### src/rtl/button_event.sv
// Button-event decoder: turns a debounced button level into press/release pulses,
// held and long-press levels, plus auto-repeat pulses when BUTTON_REPEAT_EN is defined.
module button_event #(
    parameter int unsigned HOLD_CYCLES   = 24'd5000000,
    parameter int unsigned REPEAT_CYCLES = 24'd2500000,
    parameter int unsigned CNT_W         = 24
) (
    input  logic clk,
    input  logic rst_n,
    input  logic button_in,
    output logic press_pulse,
    output logic release_pulse,
    output logic held,
    output logic long_press,
    output logic repeat_pulse
);

    typedef enum logic [1:0] {
        IDLE    = 2'd0,
        PRESSED = 2'd1,
        LONG    = 2'd2
    } state_t;

    localparam logic [CNT_W-1:0] HOLD_LAST = CNT_W'(HOLD_CYCLES - 1);
`ifdef BUTTON_REPEAT_EN
    localparam logic [CNT_W-1:0] REPEAT_LAST = CNT_W'(REPEAT_CYCLES - 1);
`endif

    // Thresholds below 2 would make the pulse and level outputs overlap ambiguously.
    generate
        if (HOLD_CYCLES < 2 || REPEAT_CYCLES < 2) begin : g_bad_params
            $error("button_event: HOLD_CYCLES and REPEAT_CYCLES must be >= 2");
        end
    endgenerate

    state_t           state_reg, state_next;
    logic [CNT_W-1:0] cnt_reg, cnt_next;
    logic             btn_q_reg;
    logic             press_reg, press_next;
    logic             release_reg, release_next;
    logic             long_reg, long_next;
    logic             repeat_reg, repeat_next;

    always_ff @(posedge clk or negedge rst_n) begin
        if (!rst_n) begin
            state_reg   <= IDLE;
            cnt_reg     <= '0;
            btn_q_reg   <= 1'b0;
            press_reg   <= 1'b0;
            release_reg <= 1'b0;
            long_reg    <= 1'b0;
            repeat_reg  <= 1'b0;
        end else begin
            state_reg   <= state_next;
            cnt_reg     <= cnt_next;
            btn_q_reg   <= button_in;
            press_reg   <= press_next;
            release_reg <= release_next;
            long_reg    <= long_next;
            repeat_reg  <= repeat_next;
        end
    end

    // Release is tested first in every held state so it beats threshold and repeat expiry.
    always_comb begin
        state_next   = state_reg;
        cnt_next     = cnt_reg;
        press_next   = 1'b0;
        release_next = 1'b0;
        long_next    = long_reg;
        repeat_next  = 1'b0;
        case (state_reg)
            IDLE: begin
                if (button_in) begin
                    state_next = PRESSED;
                    cnt_next   = '0;
                    press_next = 1'b1;
                end
            end
            PRESSED: begin
                if (!button_in) begin
                    state_next   = IDLE;
                    release_next = 1'b1;
                end else if (cnt_reg == HOLD_LAST) begin
                    state_next = LONG;
                    long_next  = 1'b1;
                    cnt_next   = '0;
                end else begin
                    cnt_next = cnt_reg + 1'b1;
                end
            end
            LONG: begin
                if (!button_in) begin
                    state_next   = IDLE;
                    release_next = 1'b1;
                    long_next    = 1'b0;
                end else begin
`ifdef BUTTON_REPEAT_EN
                    if (cnt_reg == REPEAT_LAST) begin
                        repeat_next = 1'b1;
                        cnt_next    = '0;
                    end else begin
                        cnt_next = cnt_reg + 1'b1;
                    end
`endif
                end
            end
            default: begin
                state_next = IDLE;
                long_next  = 1'b0;
            end
        endcase
    end

    assign press_pulse   = press_reg;
    assign release_pulse = release_reg;
    assign held          = btn_q_reg;
    assign long_press    = long_reg;
    assign repeat_pulse  = repeat_reg;

endmodule

### config.mk
export PLATFORM = sky130hd
export DESIGN_NAME = button_event
export DESIGN_NICKNAME = d
export VERILOG_FILES = /design/src/rtl/button_event.sv
export SDC_FILE = /design/constraint.sdc
export NUM_CORES = 1
export LEC_CHECK = 0
export ABC_CLOCK_PERIOD_IN_PS = 2800
export CORE_MARGIN = 3
export CORE_UTILIZATION = 50
export CTS_CLUSTER_DIAMETER = 60
export DETAILED_ROUTE_END_ITERATION = 8
export GPL_TIMING_DRIVEN = 1
export MAX_ROUTING_LAYER = met4
export PLACE_DENSITY = 0.71
export SYNTH_ARGS = -nofsm -noshare
export SYNTH_HDL_FRONTEND = slang
export SYNTH_SLANG_ARGS = --single-unit
### constraint.sdc
create_clock -name clk -period 2.8 [get_ports clk]
set_input_delay 0.42 -clock clk [delete_from_list [all_inputs] [get_ports clk]]
set_output_delay 0.42 -clock clk [all_outputs]
set_load 0.05 [all_outputs]
## After elaboration in Yosys (flattened, before gate mapping)

Cells that the tools add are included.

- Register bits after elaboration: 30
- Input port bits: 3
- Output and inout port bits: 5
- Logic and storage cells: 39

- $add $sub $neg: 1
- Eq/ne operators: 8
- Muxes and demuxes: 17
- Bitwise operators: 1
- Reductions and logical operators: 6

Operator list:

| cell | number |
|---|---|
| $mux W24 | 3 |
| $pmux W24 S2 | 1 |
| $add A24 B1 Y24 const B | 1 |
| $eq A24 B23 Y1 const B | 1 |
| $mux W2 | 4 |
| $ne A2 B2 Y1 const B | 4 |
| $mux W1 | 7 |
| $pmux W2 S3 | 1 |
| $reduce_and A3 Y1 | 2 |
| $reduce_and A4 Y1 | 1 |
| $ne A3 B3 Y1 const B | 1 |
| $pmux W1 S3 | 1 |
| $eq A2 B1 Y1 const B | 1 |
| $eq A2 B2 Y1 const B | 1 |
| $logic_not A2 Y1 | 1 |
| $reduce_bool A2 Y1 | 1 |
| $reduce_or A2 Y1 | 1 |
| $not A1 Y1 | 1 |

## Depth between registers and ports, before layout

Gate-level depths: netlist (run 1).

- Depth after elaboration: 4
- Mapped depth: 8

## Worst setup path after synthesis (run 1)

No wires, ideal clock.

- Path kind: register -> register
- Start point: register cnt_reg[20]
- End point: register cnt_reg[17]
- Setup time: 124 ps
- Data arrival time: 1980 ps
- Required time: 2676 ps
- Setup slack: 696 ps
- Stages on the path, launching flop included: 7
- Buffers on the path: 1
- Period minus slack after synthesis: 2104 ps
- Cell sequence: dfrtp_1 -> or4_1 -> or4_4 -> o21a_1 -> buf_6 -> o211a_1 -> a211o_1

- Cells in the longest elaborated chain, start to end: 4

Ends and longest elaborated chain:

| element | line | text |
|---|---|---|
| from (decl) | 37 | `logic [CNT_W-1:0] cnt_reg, cnt_next;` |
| from (signal assigned) | 55 | `cnt_reg <= cnt_next;` |
| $eq A24 B23 Y1 | 84 | `end else if (cnt_reg == HOLD_LAST) begin` |
| $mux W24 | 84 |  |
| $mux W24 | 81 | `if (!button_in) begin` |
| $pmux W24 S2 | 72 | `case (state_reg)` |

No other way between the ends. The select of a mux whose other input is x is not followed.
A chain may end at the register's enable or synchronous reset.

## Worst setup path in the final report (run 1)

- Start point: register cnt_reg[20]
- End point: register cnt_reg[9]

The elaborated chain is that of the path after synthesis.

==> impl_results.html, run 1 <==
<table>
<tr><th>Metric</th><th>Value</th></tr>
<tr><th colspan="2">Final layout</th></tr>
<tr><td>Share of final-layout standard cells stronger than drive strength 1</td><td>6.37%</td></tr>
<tr><td>Number of diodes</td><td>0</td></tr>
<tr><td>Final-stage net count</td><td>211</td></tr>
<tr><td>Layout-stage area growth over the synthesis result</td><td>8.68%</td></tr>
<tr><td>Number of flip-flops under the largest register name</td><td>24</td></tr>
<tr><td>Final std cell area, no fill</td><td>1850 um2</td></tr>
<tr><td>Top library cells by usage in the layout, fill and taps aside</td><td>sky130_fd_sc_hd__nand2_1, sky130_fd_sc_hd__dfrtp_1, sky130_fd_sc_hd__nand3_1</td></tr>
<tr><th colspan="2">Placement</th></tr>
<tr><td>Post-detailed-placement half-perimeter wirelength</td><td>2670 um</td></tr>
<tr><td>Final RePlAce weighted congestion</td><td>0.871</td></tr>
<tr><td>Post-place instance area</td><td>1800 um2</td></tr>
<tr><td>Port Buffer Count</td><td>6</td></tr>
<tr><th colspan="2">Critical path</th></tr>
<tr><td>Critical path data required time</td><td>3.00 ns</td></tr>
<tr><td>Kind of end point of the critical path</td><td>register</td></tr>
<tr><td>Crit path max fanout</td><td>7</td></tr>
<tr><td>Worst setup SP type</td><td>register</td></tr>
<tr><td>Signal arrival time at the worst endpoint</td><td>2.67 ns</td></tr>
<tr><td>Path type of the worst setup path</td><td>reg -&gt; reg</td></tr>
<tr><td>Worst reg-to-reg setup slack</td><td>0.33 ns</td></tr>
<tr><th colspan="2">STA</th></tr>
<tr><td>Final Cycle Share</td><td>88.2%</td></tr>
<tr><td>Slew headroom</td><td>51.0%</td></tr>
<tr><td>Unrepaired setup endpoints after global routing</td><td>no</td></tr>
<tr><td>Max Transition Viols Final</td><td>0</td></tr>
<tr><td>TNS Setup</td><td>0 ns</td></tr>
<tr><td>Number of setup violations in the final report</td><td>0</td></tr>
<tr><td>Final critical-path required period</td><td>2.47 ns</td></tr>
<tr><td>Fmax</td><td>0.405 GHz</td></tr>
<tr><td>Post-route clock skew</td><td>0.00616 ns</td></tr>
<tr><td>Worst Max-Slew Pin Slew</td><td>0.728 ns</td></tr>
<tr><td>Number of hold violations in the final report</td><td>0</td></tr>
<tr><th colspan="2">CTS</th></tr>
<tr><td>CTS Root Buffer Type</td><td>sky130_fd_sc_hd__clkbuf_4</td></tr>
<tr><td>Number of buffers on the longest clock path</td><td>2</td></tr>
<tr><td># H-tree levels</td><td>2</td></tr>
<tr><td>TritonCTS clock tree</td><td>yes</td></tr>
<tr><td>Number of buffers added by the clock tree synthesis step</td><td>5</td></tr>
<tr><td>Resized cells post-CTS</td><td>0</td></tr>
<tr><td>Hold bufs inserted after CTS</td><td>0</td></tr>
<tr><td>Source-to-sink clock delay at the later pin of the worst-skew pair</td><td>0.33 ns</td></tr>
<tr><td># Post-CTS Setup Buffers</td><td>0</td></tr>
<tr><td>Post-CTS clock slew at the launch and capture registers of the worst setup and hold paths</td><td>0.09 ns</td></tr>
<tr><td>Clock sink count</td><td>30</td></tr>
<tr><th colspan="2">Pwr</th></tr>
<tr><td>Pwr per Cell Area</td><td>633 nW/um2</td></tr>
<tr><td>VDD IR-drop max</td><td>0.454 mV</td></tr>
<tr><td>Switching power as a share of total power</td><td>39.4%</td></tr>
<tr><td>Leakage power figure</td><td>0.755 nW</td></tr>
<tr><td>Sequential share of power</td><td>48.5%</td></tr>
<tr><td>Switching component of the power</td><td>0.461 mW</td></tr>
<tr><td>Internal power of the cells</td><td>0.710 mW</td></tr>
<tr><td>Clk network pwr share</td><td>20.0%</td></tr>
<tr><td>Combinational fraction of design power</td><td>31.5%</td></tr>
<tr><th colspan="2">Die</th></tr>
<tr><td>Area enclosed by the die boundary</td><td>4140 um2</td></tr>
<tr><td>Initial cell density of the core</td><td>54.0%</td></tr>
<tr><td>Die H</td><td>64.3 um</td></tr>
<tr><td>Die width</td><td>64.3 um</td></tr>
<tr><td>Std-Cell Core Area</td><td>3150 um2</td></tr>
<tr><td>Floorplan row count</td><td>20</td></tr>
<tr><td># IOs</td><td>8</td></tr>
<tr><th colspan="2">GRT</th></tr>
<tr><td>Overall overflow remaining after global route</td><td>0</td></tr>
<tr><td>All-Layer GR Usage</td><td>21.7%</td></tr>
<tr><td>Wire length of the first global-routing pass</td><td>6840 um</td></tr>
<tr><td>Pin count of the biggest net entering global routing</td><td>31</td></tr>
<tr><td>Number of antenna violations at the first check in global routing</td><td>0</td></tr>
<tr><td>Vias in the first global route</td><td>1470</td></tr>
<tr><th colspan="2">Yosys</th></tr>
<tr><td>Mapped Avg Cell Area</td><td>8.73 um2</td></tr>
<tr><td>Number of enable flip-flop cells after synthesis</td><td>0</td></tr>
<tr><td>Sequential share of the synthesized area</td><td>44.1%</td></tr>
<tr><td>Synth warnings</td><td>0</td></tr>
<tr><td>Portion of netlist area occupied by mux cells</td><td>1.25%</td></tr>
<tr><td>Flops &amp; latches, synth</td><td>30</td></tr>
<tr><td>Count of unique library cells instantiated by Yosys</td><td>41</td></tr>
<tr><td>Cell Area, Synth</td><td>1700 um2</td></tr>
<tr><td>Synthesized-area fraction occupied by ao, oa, aoi and oai cells</td><td>15.3%</td></tr>
<tr><td>Instance count of the mapped netlist</td><td>195</td></tr>
<tr><td>Adder-Cell Fraction of Synth Area</td><td>2.94%</td></tr>
<tr><td>XOR/XNOR Fraction of Synth Area</td><td>2.06%</td></tr>
<tr><td>Dominant synthesized flop cell</td><td>sky130_fd_sc_hd__dfrtp_1</td></tr>
<tr><td>Fraction of registers with async set/reset</td><td>100%</td></tr>
<tr><td>Share of synthesized cell area in and, or, nand and nor gates</td><td>29.9%</td></tr>
<tr><td>Main combinational cell family by area after synthesis</td><td>simple AND/OR/NAND/NOR gates</td></tr>
<tr><td>Post-synth net total</td><td>202</td></tr>
<tr><th colspan="2">Outcome</th></tr>
<tr><td>Status</td><td>finished, final reports clean</td></tr>
<tr><th colspan="2">Drt</th></tr>
<tr><td>Drt initial violations</td><td>134</td></tr>
<tr><td>Routed vias</td><td>1487</td></tr>
<tr><td>Number of remaining DRC errors</td><td>0</td></tr>
<tr><td>Detailed-route wire length per cell</td><td>15.1 um</td></tr>
<tr><td>Via-to-Cell Ratio</td><td>6.00</td></tr>
<tr><td>DRT Pass-1 Iters</td><td>4</td></tr>
<tr><td>Post-detailed-routing wire length</td><td>3750 um</td></tr>
<tr><td>Remaining antenna violation count after routing</td><td>0</td></tr>
<tr><th colspan="2">Flow run</th></tr>
<tr><td>Max-cap viol count</td><td>0</td></tr>
<tr><th colspan="2">Hold path</th></tr>
<tr><td>Class of the most critical hold timing path</td><td>in -&gt; async</td></tr>
</table>
-- cells by family after synthesis --
logic type,Yosys count
muxes,2
other,1
AOI/OAI and AO/OA,38
xor gates and xnor gates,4
and+or+nand+nor,101
adders and majority gates,4
DFF,30
buffers and inverters,15
-- worst max-delay path: stages (launching register included) --
cell                       delay [ns]
sky130_fd_sc_hd__dfrtp_1         0.41
sky130_fd_sc_hd__or4_1           0.52
sky130_fd_sc_hd__or4_4           0.46
sky130_fd_sc_hd__o211ai_1        0.56
sky130_fd_sc_hd__buf_4           0.26
sky130_fd_sc_hd__o311ai_0        0.13
-- layout make-up --
class | instances | area (um2)
fill | 296 | 1300
multi-input combinational | 150 | 878
clock buffer | 7 | 45.0
sequential | 30 | 751
timing repair buffer | 11 | 97.6
inverter | 6 | 22.5
tap | 44 | 55.1
-- cell usage after synthesis, types with 4 or more instances --
cell type | n | area share (%)
sky130_fd_sc_hd__a21oi_1 | 6 | 1.8
sky130_fd_sc_hd__and3_1 | 4 | 1.5
sky130_fd_sc_hd__clkbuf_1 | 5 | 1.1
sky130_fd_sc_hd__dfrtp_1 | 30 | 44
sky130_fd_sc_hd__ha_1 | 4 | 2.9
sky130_fd_sc_hd__inv_1 | 6 | 1.3
sky130_fd_sc_hd__nand2_1 | 30 | 6.6
sky130_fd_sc_hd__nand3_1 | 22 | 6.5
sky130_fd_sc_hd__nand4_1 | 11 | 4.0
sky130_fd_sc_hd__nor2_1 | 13 | 2.9
sky130_fd_sc_hd__o211ai_1 | 4 | 1.8
sky130_fd_sc_hd__o21ai_0 | 10 | 2.9
sky130_fd_sc_hd__o311ai_1 | 5 | 2.6
sky130_fd_sc_hd__xor2_1 | 4 | 2.1
-- final timing paths --
kind / startpoint / end / cells after the start
max: cnt_reg[20] / cnt_reg[9] / 5
min: rst_n / cnt_reg[23] / 2
max reg2reg: cnt_reg[20] / cnt_reg[9] / 5
min reg2reg: cnt_reg[8] / cnt_reg[8] / 1
max in group asynchronous: rst_n / long_press / 2
min in group clk: cnt_reg[8] / cnt_reg[8] / 1
-- power by group through the flow --
stage,registers (mW),clock network [mW],logic (mW)
2_1_floorplan,0.584,0,0.257
6_report,0.568,0.234,0.369
4_1_cts,0.566,0.242,0.371
5_1_grt,0.582,0.267,0.419
3_3_place_gp,0.570,0,0.356
3_5_place_dp,0.574,0,0.370
-- through the flow --
stage	hold slack (ns)	utilization, %	std cells	total power [mW]	setup slack [ns]
final	0.464	58.7	248	1.17	0.330
after global routing	0.482	58.7	248	1.27	0.207
after CTS	0.464	58.7	248	1.18	0.366
after detailed placement	0.512	57.2	241	0.944	0.354
after global placement	0.501	57.2	241	0.926	0.477
after floorplan	0.124	-	195	0.840	0.696
-- routing by layer --
layer	global-route usage (%)	share of wire [%]	vias up
li1	-	-	737
met1	28.4	46	684
met2	30.5	46	52
met3	6.15	5.3	14
met4	10.8	2.7	0
met5	-	0	-
Power figures use the tool's default switching activity.
==> inputs of run 2 (changes only) <==
==> config.mk (replaced) <==
export PLATFORM = sky130hd
export DESIGN_NAME = button_event
export DESIGN_NICKNAME = d
export VERILOG_FILES = /design/src/rtl/button_event.sv
export SDC_FILE = /design/constraint.sdc
export NUM_CORES = 1
export LEC_CHECK = 0
export ABC_CLOCK_PERIOD_IN_PS = 2700
export CORE_MARGIN = 3
export CORE_UTILIZATION = 45
export CTS_CLUSTER_DIAMETER = 60
export DETAILED_ROUTE_END_ITERATION = 8
export GPL_TIMING_DRIVEN = 1
export MAX_ROUTING_LAYER = met4
export PLACE_DENSITY = 0.65
export SYNTH_ARGS = -nofsm -noshare
export SYNTH_HDL_FRONTEND = slang
export SYNTH_SLANG_ARGS = --single-unit
==> constraint.sdc (replaced) <==
create_clock -name clk -period 2.7 [get_ports clk]
set_input_delay 0.405 -clock clk [delete_from_list [all_inputs] [get_ports clk]]
set_output_delay 0.405 -clock clk [all_outputs]
set_load 0.05 [all_outputs]
==> run 2 against run 1 <==
  * Sequential power is 4% higher
  * Combinational power up 2%
  * Clock skew shrank 0.0028 ns
  * Critical path type unchanged
  * Non-clock buffer count unchanged
  * Die area is 10% higher
==> impl_results.html, run 2 (synthesized netlist as in run 1, its figures left out) <==
<table>
<tr><th>Metric</th><th>Value</th></tr>
<tr><th colspan="2">GRT</th></tr>
<tr><td>All-Layer GR Usage</td><td>20.5%</td></tr>
<tr><td>Vias in the first global route</td><td>1486</td></tr>
<tr><td>Pin count of the biggest net entering global routing</td><td>31</td></tr>
<tr><td>Number of antenna violations at the first check in global routing</td><td>0</td></tr>
<tr><td>Overall overflow remaining after global route</td><td>0</td></tr>
<tr><td>Wire length of the first global-routing pass</td><td>6790 um</td></tr>
<tr><th colspan="2">CTS</th></tr>
<tr><td>Number of buffers on the longest clock path</td><td>2</td></tr>
<tr><td>Number of buffers added by the clock tree synthesis step</td><td>5</td></tr>
<tr><td>Resized cells post-CTS</td><td>0</td></tr>
<tr><td># Post-CTS Setup Buffers</td><td>0</td></tr>
<tr><td>Clock sink count</td><td>30</td></tr>
<tr><td>Post-CTS clock slew at the launch and capture registers of the worst setup and hold paths</td><td>0.07 ns</td></tr>
<tr><td>TritonCTS clock tree</td><td>yes</td></tr>
<tr><td>Source-to-sink clock delay at the later pin of the worst-skew pair</td><td>0.28 ns</td></tr>
<tr><td># H-tree levels</td><td>2</td></tr>
<tr><td>CTS Root Buffer Type</td><td>sky130_fd_sc_hd__clkbuf_8</td></tr>
<tr><td>Hold bufs inserted after CTS</td><td>0</td></tr>
<tr><th colspan="2">Final layout</th></tr>
<tr><td>Final-stage net count</td><td>211</td></tr>
<tr><td>Area taken by flip-flops and latches</td><td>751 um2</td></tr>
<tr><td>Total area of multi-input combinational cells</td><td>878 um2</td></tr>
<tr><td>Number of fill cells in the layout</td><td>306</td></tr>
<tr><td>Top library cells by usage in the layout, fill and taps aside</td><td>sky130_fd_sc_hd__nand2_1, sky130_fd_sc_hd__dfrtp_1, sky130_fd_sc_hd__nand3_1</td></tr>
<tr><td>Share of final-layout standard cells stronger than drive strength 1</td><td>7.80%</td></tr>
<tr><td>Number of diodes</td><td>0</td></tr>
<tr><td>Layout-stage area growth over the synthesis result</td><td>12.6%</td></tr>
<tr><td>Final std cell area, no fill</td><td>1920 um2</td></tr>
<tr><td>Number of flip-flops under the largest register name</td><td>24</td></tr>
<tr><th colspan="2">Critical path</th></tr>
<tr><td>Kind of end point of the critical path</td><td>register</td></tr>
<tr><td>Crit path max fanout</td><td>17</td></tr>
<tr><td>Worst setup SP type</td><td>register</td></tr>
<tr><td>Critical-path cell with the highest stage delay</td><td>sky130_fd_sc_hd__or4_1</td></tr>
<tr><td>Largest delay share family, worst path</td><td>simple AND/OR/NAND/NOR gates</td></tr>
<tr><td>Path type of the worst setup path</td><td>reg -&gt; reg</td></tr>
<tr><td>Critical path buffers and inverters</td><td>0</td></tr>
<tr><td>Critical path data required time</td><td>2.87 ns</td></tr>
<tr><td>Maximum cell stage delay along the critical path</td><td>0.52 ns</td></tr>
<tr><td>Cells along the critical path</td><td>or4_1 -&gt; or4_4 -&gt; o21a_1 -&gt; o211a_1 -&gt; a211o_1</td></tr>
<tr><td>Signal arrival time at the worst endpoint</td><td>2.55 ns</td></tr>
<tr><th colspan="2">Drt</th></tr>
<tr><td>Wire length on met2</td><td>1830 um</td></tr>
<tr><td>Amount of wire on met3 after detailed routing</td><td>188 um</td></tr>
<tr><td>Highest metal layer with signal wires</td><td>met4</td></tr>
<tr><td>Via-to-Cell Ratio</td><td>6.00</td></tr>
<tr><td>Drt initial violations</td><td>161</td></tr>
<tr><td>Number of remaining DRC errors</td><td>0</td></tr>
<tr><td>DRT Pass-1 Iters</td><td>4</td></tr>
<tr><td>Post-detailed-routing wire length</td><td>3850 um</td></tr>
<tr><td>Remaining antenna violation count after routing</td><td>0</td></tr>
<tr><td>Routed vias</td><td>1507</td></tr>
<tr><td>Met1 routed wirelength after detailed routing</td><td>1790 um</td></tr>
<tr><td>Detailed-route wire length per cell</td><td>15.3 um</td></tr>
<tr><th colspan="2">Placement</th></tr>
<tr><td>Port Buffer Count</td><td>6</td></tr>
<tr><td>Post-detailed-placement half-perimeter wirelength</td><td>2720 um</td></tr>
<tr><td>Post-place instance area</td><td>1810 um2</td></tr>
<tr><td>Final RePlAce weighted congestion</td><td>0.878</td></tr>
<tr><th colspan="2">STA</th></tr>
<tr><td>Final Cycle Share</td><td>88.3%</td></tr>
<tr><td>Final critical-path required period</td><td>2.38 ns</td></tr>
<tr><td>Fmax</td><td>0.420 GHz</td></tr>
<tr><td>Worst hold margin</td><td>0.505 ns</td></tr>
<tr><td>Number of setup violations in the final report</td><td>0</td></tr>
<tr><td>Slew headroom</td><td>59.6%</td></tr>
<tr><td>Worst Max-Slew Pin Slew</td><td>0.602 ns</td></tr>
<tr><td>Max Transition Viols Final</td><td>0</td></tr>
<tr><td>Number of hold violations in the final report</td><td>0</td></tr>
<tr><td>TNS Setup</td><td>0 ns</td></tr>
<tr><td>Unrepaired setup endpoints after global routing</td><td>no</td></tr>
<tr><td>Post-route clock skew</td><td>0.00338 ns</td></tr>
<tr><th colspan="2">Hold path</th></tr>
<tr><td>Class of the most critical hold timing path</td><td>in -&gt; async</td></tr>
<tr><th colspan="2">Die</th></tr>
<tr><td>Area enclosed by the die boundary</td><td>4560 um2</td></tr>
<tr><td>Floorplan row count</td><td>21</td></tr>
<tr><td>Die width</td><td>67.5 um</td></tr>
<tr><td># IOs</td><td>8</td></tr>
<tr><td>Initial cell density of the core</td><td>48.7%</td></tr>
<tr><td>Die H</td><td>67.5 um</td></tr>
<tr><td>Std-Cell Core Area</td><td>3490 um2</td></tr>
<tr><th colspan="2">Outcome</th></tr>
<tr><td>Status</td><td>finished, final reports clean</td></tr>
<tr><th colspan="2">Flow run</th></tr>
<tr><td>Max-cap viol count</td><td>0</td></tr>
<tr><th colspan="2">Pwr</th></tr>
<tr><td>Pwr per Cell Area</td><td>735 nW/um2</td></tr>
<tr><td>VDD IR-drop max</td><td>0.392 mV</td></tr>
<tr><td>Leakage power figure</td><td>0.788 nW</td></tr>
</table>
-- run 2: layer usage --
metal / GRT usage (%) / vias to the layer above
met5: - / -
met4: 7.59 / 0
met3: 5.82 / 4
met2: 32.2 / 42
met1: 25.1 / 724
li1: - / 737
-- run 2: area by class of cell --
type	count	area share [%]
timing repair buffer	11	5.09
multi-input combinational	150	45.9
sequential	30	39.2
tap	46	3.00
clock buffer	5	3.59
inverter	6	1.18
clock inverter	3	2.09
-- run 2: power breakdown --
part / internal (mW) / switching (mW) / leakage, nW / total (mW)
Sequential: 0.513 / 0.0750 / 0.408 / 0.588
Combinational: 0.122 / 0.255 / 0.322 / 0.377
Clock: 0.271 / 0.173 / 0.0579 / 0.444
Total: 0.906 / 0.503 / 0.788 / 1.41
-- run 2: path summary, 6_finish.rpt --
kind                                   from           to  slack, ns  depth (start not counted)
worst min-delay path                  rst_n   cnt_reg[9]       0.51                          2
min in group clk                 cnt_reg[8]   cnt_reg[8]       0.52                          1
worst max-delay path            cnt_reg[20]  cnt_reg[17]       0.32                          5
max in group asynchronous             rst_n  cnt_reg[20]       1.92                          2
worst min register to register   cnt_reg[8]   cnt_reg[8]       0.52                          1
worst max register to register  cnt_reg[20]  cnt_reg[17]       0.32                          5
-- run 2: per-stage QoR --
step | util, % | power, mW | setup WS [ns] | cells
CTS | 54.8 | 1.42 | 0.313 | 251
detailed placement | 51.7 | 0.971 | 0.336 | 243
global placement | 51.7 | 0.961 | 0.363 | 243
global route | 54.8 | 1.50 | 0.217 | 251
floorplan | - | 0.871 | 0.596 | 195
finish | 54.8 | 1.41 | 0.317 | 251
